## src/rtl/sig_shaper_pkg.sv

```systemverilog
// Shared types and elaboration helpers for the sig pulse shaper.
package sig_shaper_pkg;

  typedef enum logic [1:0] {
    IDLE    = 2'd0,
    HIGH    = 2'd1,
    LOW_GAP = 2'd2
  } shaper_state_t;

  function automatic int max3(input int a, input int b, input int c);
    int m;
    m = (a > b) ? a : b;
    return (m > c) ? m : c;
  endfunction

  // MAX_HIGH of 0 means the high time is unbounded.
  function automatic bit shaper_params_ok(input int min_high, input int min_low,
                                          input int max_high);
    return (min_high >= 1) && (min_low >= 1) &&
           ((max_high == 0) || (max_high >= min_high));
  endfunction

endpackage

```

## src/rtl/sig_pulse_shaper.sv

```systemverilog
// Turns a raw request level into a registered strobe with guaranteed minimum
// high time, optional maximum high time and a minimum low gap between pulses.
module sig_pulse_shaper
  import sig_shaper_pkg::*;
#(
  parameter int MIN_HIGH = 2,
  parameter int MIN_LOW  = 1,
  parameter int MAX_HIGH = 0
) (
  input  logic clk,
  input  logic reset,
  input  logic en,
  input  logic req_in,
  output logic sig,
  output logic busy,
  output logic trunc
);

  localparam int CNT_W = $clog2(max3(MIN_HIGH, MIN_LOW, MAX_HIGH) + 1);
  localparam logic [CNT_W-1:0] CNT_ONE    = CNT_W'(1);
  localparam logic [CNT_W-1:0] CNT_MAX    = {CNT_W{1'b1}};
  localparam logic [CNT_W-1:0] MIN_HIGH_C = CNT_W'(MIN_HIGH);
  localparam logic [CNT_W-1:0] MIN_LOW_C  = CNT_W'(MIN_LOW);
  localparam logic [CNT_W-1:0] MAX_HIGH_C = CNT_W'(MAX_HIGH);

  if (!shaper_params_ok(MIN_HIGH, MIN_LOW, MAX_HIGH)) begin : g_param_err
    $error("sig_pulse_shaper: illegal MIN_HIGH/MIN_LOW/MAX_HIGH combination");
  end

  shaper_state_t    state, next_state;
  logic [CNT_W-1:0] cnt, next_cnt;
  logic             pend, next_pend;
  logic             next_trunc, next_sig, next_busy;

  // State register with registered outputs; reset wins over every transition.
  always_ff @(posedge clk) begin
    if (reset) begin
      state <= IDLE;
      cnt   <= '0;
      pend  <= 1'b0;
      sig   <= 1'b0;
      busy  <= 1'b0;
      trunc <= 1'b0;
    end else begin
      state <= next_state;
      cnt   <= next_cnt;
      pend  <= next_pend;
      sig   <= next_sig;
      busy  <= next_busy;
      trunc <= next_trunc;
    end
  end

  // Next-state, counter and pending-request logic.
  always_comb begin
    next_state = state;
    next_cnt   = cnt;
    next_pend  = pend;
    next_trunc = 1'b0;
    case (state)
      IDLE: begin
        if (en && req_in) begin
          next_state = HIGH;
          next_cnt   = CNT_ONE;
        end else begin
          next_state = IDLE;
        end
      end
      HIGH: begin
        if ((cnt >= MIN_HIGH_C) && !req_in) begin
          next_state = LOW_GAP;
          next_cnt   = CNT_ONE;
          next_pend  = 1'b0;
        end else if ((MAX_HIGH != 0) && (cnt == MAX_HIGH_C)) begin
          next_state = LOW_GAP;
          next_cnt   = CNT_ONE;
          next_pend  = 1'b0;
          next_trunc = 1'b1;
        end else begin
          next_cnt = (cnt == CNT_MAX) ? cnt : cnt + CNT_ONE;
        end
      end
      LOW_GAP: begin
        if (cnt >= MIN_LOW_C) begin
          // A request latched during the gap is dropped if en is low here.
          if ((pend || req_in) && en) begin
            next_state = HIGH;
            next_cnt   = CNT_ONE;
          end else begin
            next_state = IDLE;
          end
          next_pend = 1'b0;
        end else begin
          next_cnt  = cnt + CNT_ONE;
          next_pend = pend | req_in;
        end
      end
      default: begin
        next_state = IDLE;
        next_cnt   = '0;
        next_pend  = 1'b0;
      end
    endcase
  end

  // Output decode from the next state so sig/busy register alongside it.
  always_comb begin
    next_sig  = (next_state == HIGH);
    next_busy = (next_state != IDLE);
  end

endmodule

```

## config.mk

```make
export PLATFORM = sky130hd
export DESIGN_NAME = sig_pulse_shaper
export DESIGN_NICKNAME = d
export VERILOG_FILES = /design/src/rtl/sig_shaper_pkg.sv /design/src/rtl/sig_pulse_shaper.sv
export SDC_FILE = /design/constraint.sdc
export NUM_CORES = 1
export LEC_CHECK = 0
export BUFFER_PORTS_ARGS = -buffer_cell sky130_fd_sc_hd__buf_2
export CAP_MARGIN = 40
export CORE_AREA = 2 2 39 41
export DETAILED_ROUTE_END_ITERATION = 7
export DIE_AREA = 0 0 41 43
export PLACE_DENSITY = 0.48
export SYNTH_ARGS = -nofsm -noshare
export SYNTH_HDL_FRONTEND = slang
export SYNTH_SLANG_ARGS = --single-unit
export TNS_END_PERCENT = 50
```

## constraint.sdc

```tcl
create_clock -name clk -period 1.26 [get_ports clk]
set_clock_uncertainty 0.05 [all_clocks]
set_input_delay 0 -clock clk [delete_from_list [all_inputs] [get_ports clk]]
set_output_delay 0 -clock clk [all_outputs]
set_load 0.1 [all_outputs]
```

==> impl_metrics.tcl <==
set metrics [dict create \
    status "finished with violations" \
    violations "negative setup slack" \
    period_needed_ns 1.33 \
    max_stage_delay_ns 0.35 \
    gr-total-overflow 0 \
    synth_area_um2 398 \
    fin_ws_ns -0.0712 \
    final_antenna_net_count 0 \
    ys_ff_latch 7 \
    reg2reg_from "cnt[1]" \
    worstSkewPairLatency_ns 0.26 \
    min_path_type "input port to register" \
    post_cts_buffers 0 \
    clkTransAtPathRegs_ns 0.06 \
    power_leakage_nw 0.257 \
    p_seq_share_pct 39.2 \
    drtIter0Drc 7 \
    cts_sinks 7 \
    netlist.area_leader.share_pct 35.2 \
    yosys.area.top_type "dfxtp_1" \
    synthAdderAreaFrac_pct 9.43 \
    holdPathStages 4 \
    die_w_um 41 \
    synth_mux_area_share_pct 2.52 \
    power_density_nw_per_um2 1060 \
    hold_viol 0 \
    synth-compound-area-share_pct 30.2 \
    antenna_found_initial 0 \
    synth_edf_count 0 \
    synthCells 40 \
    synthTopCellsByArea "dfxtp_1 35%, ha_1 9.4%, o21ba_2 5.0%" \
    fin_util_pct 41.4 \
    drive_above_1_share_pct 47.5 \
    synth_cell_types 24 \
    grt_pass1_wl_um 1390 \
    vias 332 \
    start_kind "register" \
    cts_tree "yes" \
    fp.coreArea_um2 1380 \
    wire_per_inst_um 11.2 \
    syn_nets 47 \
    avgViaCountPerCell 4.43 \
    slew_violations 0 \
    cp_cell_sequence "buf_4 > ha_1 > a22o_4 > a221oi_2" \
    synth.most_common_cell "dfxtp_1" \
    fp-row-count 14 \
    yosys-top-cells-count "7 x dfxtp_1, 3 x a21oi_1, 3 x ha_1, 3 x inv_1, 3 x nor2_1" \
    wl_um 840 \
    synth_simple_gate_area_share_pct 17.0 \
    cts-buffers-inserted 3 \
    synth-main-ff-cell "dfxtp_1" \
    critPathArrivalTime_ns 1.45 \
    holdCritStartpoint "req_in" \
    crit_path_max_fanout 4 \
    place_ws_ns -0.100 \
    finalCritPeriodShare_pct 106 \
    synthArstFlopShare_pct 0 \
    placedCellCount 68 \
    die_h_um 43 \
    power_switching_uw 192 \
    grt_max_degree 8 \
    netSwitchingFraction_pct 31.4 \
    syn_area_per_cell_um2 9.95 \
    start_util_pct 28.8 \
    fmax_ghz 0.751 \
    io_pins 7 \
    ctsHtreeMaxLevel 1 \
    final_cells 75 \
    yosysSeqAreaShare_pct 35.2 \
    crit_type "register to register" \
    die-area_um2 1760 \
    p_comb_share_pct 25.7 \
    synth_top_family_by_area "compound AO/OA/AOI/OAI gates" \
    clock_path_buffers 2 \
    drc 0 \
    grt_usage_pct 11.8 \
    syn2layout_area_growth_pct 44.0 \
    required_ns 1.38 \
    layout.nets 67 \
    crit_path_start "cnt[1]" \
    tns_ns -0.156 \
    rr_worst_depth 4 \
    port_buffers 5 \
    n_antenna_cell 0 \
    dpl.hpwl_um 584 \
    synth_xor_xnor_area_share_pct 0 \
    setup.worst_path.end_class "register" \
    ys.warnings.count 0 \
    p_clk_share_pct 35.1 \
    cpMaxStageDelayCell "dfxtp_2" \
    root_buffer "clkbuf_4" \
    finalSetupViolations 5 \
    rsz0062_at_grt "yes" \
    whs_ns 0.182 \
    maxCapViolCount 0 \
    vdd_drop_max_v 0.000458 \
    dr.pass1.iters 4 \
    grt_pass1_vias 334 \
    gp_congestion 0.795 \
    p_int_uw 418 \
]
-- sequential cells by signal, summed over array words and instances (netlist names) --
name	cells
busy	1
cnt	2
pend	1
sig	1
state	2
-- per-layer routing --
metal	vias up	track usage, %	share of wire, %
li1	176	-	-
met1	145	15.7	51
met2	8	15.9	41
met3	3	1.57	5.4
met4	0	10.0	2.5
met5	-	0	0
-- power groups by stage --
stage          Sequential [mW]  Combinational, mW  Clock (mW)
2_1_floorplan            0.279             0.0691           0
3_3_place_gp             0.243              0.146           0
3_5_place_dp             0.243              0.145           0
4_1_cts                  0.239              0.156       0.220
5_1_grt                  0.240              0.167       0.233
6_report                 0.239              0.157       0.214
-- final timing paths --
kind / end / slack (ns)
min: busy / 0.18
min reg2reg: pend / 0.47
max reg2reg: cnt[0] / -0.07
max: cnt[0] / -0.07
-- worst max-delay path, delay by kind of cell (launching register included) --
| kind | cells | cell delay (ns) |
|---|---|---|
| compound gates | 2 | 0.49 |
| fa+ha+maj | 1 | 0.21 |
| flops | 1 | 0.35 |
| buf+inv | 1 | 0.14 |
-- through the flow --
stage / instance area, µm² / power, mW
3_5_place_dp: 510 / 0.388
3_3_place_gp: 510 / 0.389
4_1_cts: 573 / 0.616
2_1_floorplan: 413 / 0.348
5_1_grt: 573 / 0.640
6_report: 573 / 0.610
-- cell families after synthesis --
family | after synthesis
AND/OR/NAND/NOR | 11
AO/OA/AOI/OAI | 13
buffers and inverters | 4
multiplexers | 1
other | 1
flip-flops | 7
adder cells (fa/ha/maj) | 3
-- timing repair --
item,4_1_cts,5_1_grt
gates resized for setup,2,0
hold endpoints to repair,4,0
pin swaps,3,0
endpoints found under the setup margin,6,6
hold buffers,3,0
-- placed cells by master (no fill, tap or decap), drive strengths merged, types with 3 or more instances in the layout --
cell type and n:
buf 13, dfxtp 7, clkbuf 4, nor2 3, dlygate4sd3 3, inv 3, nand2 3, a21oi 3
o21ba 3, ha 3
-- layout make-up --
cell class | count | area, µm²
clock buffer | 4 | 26.3
fill | 143 | 811
inverter | 3 | 13.8
multi-input combinational | 29 | 255
sequential | 7 | 143
tap | 16 | 20.0
timing repair buffer | 16 | 115
(Power assumes the default switching activity.)
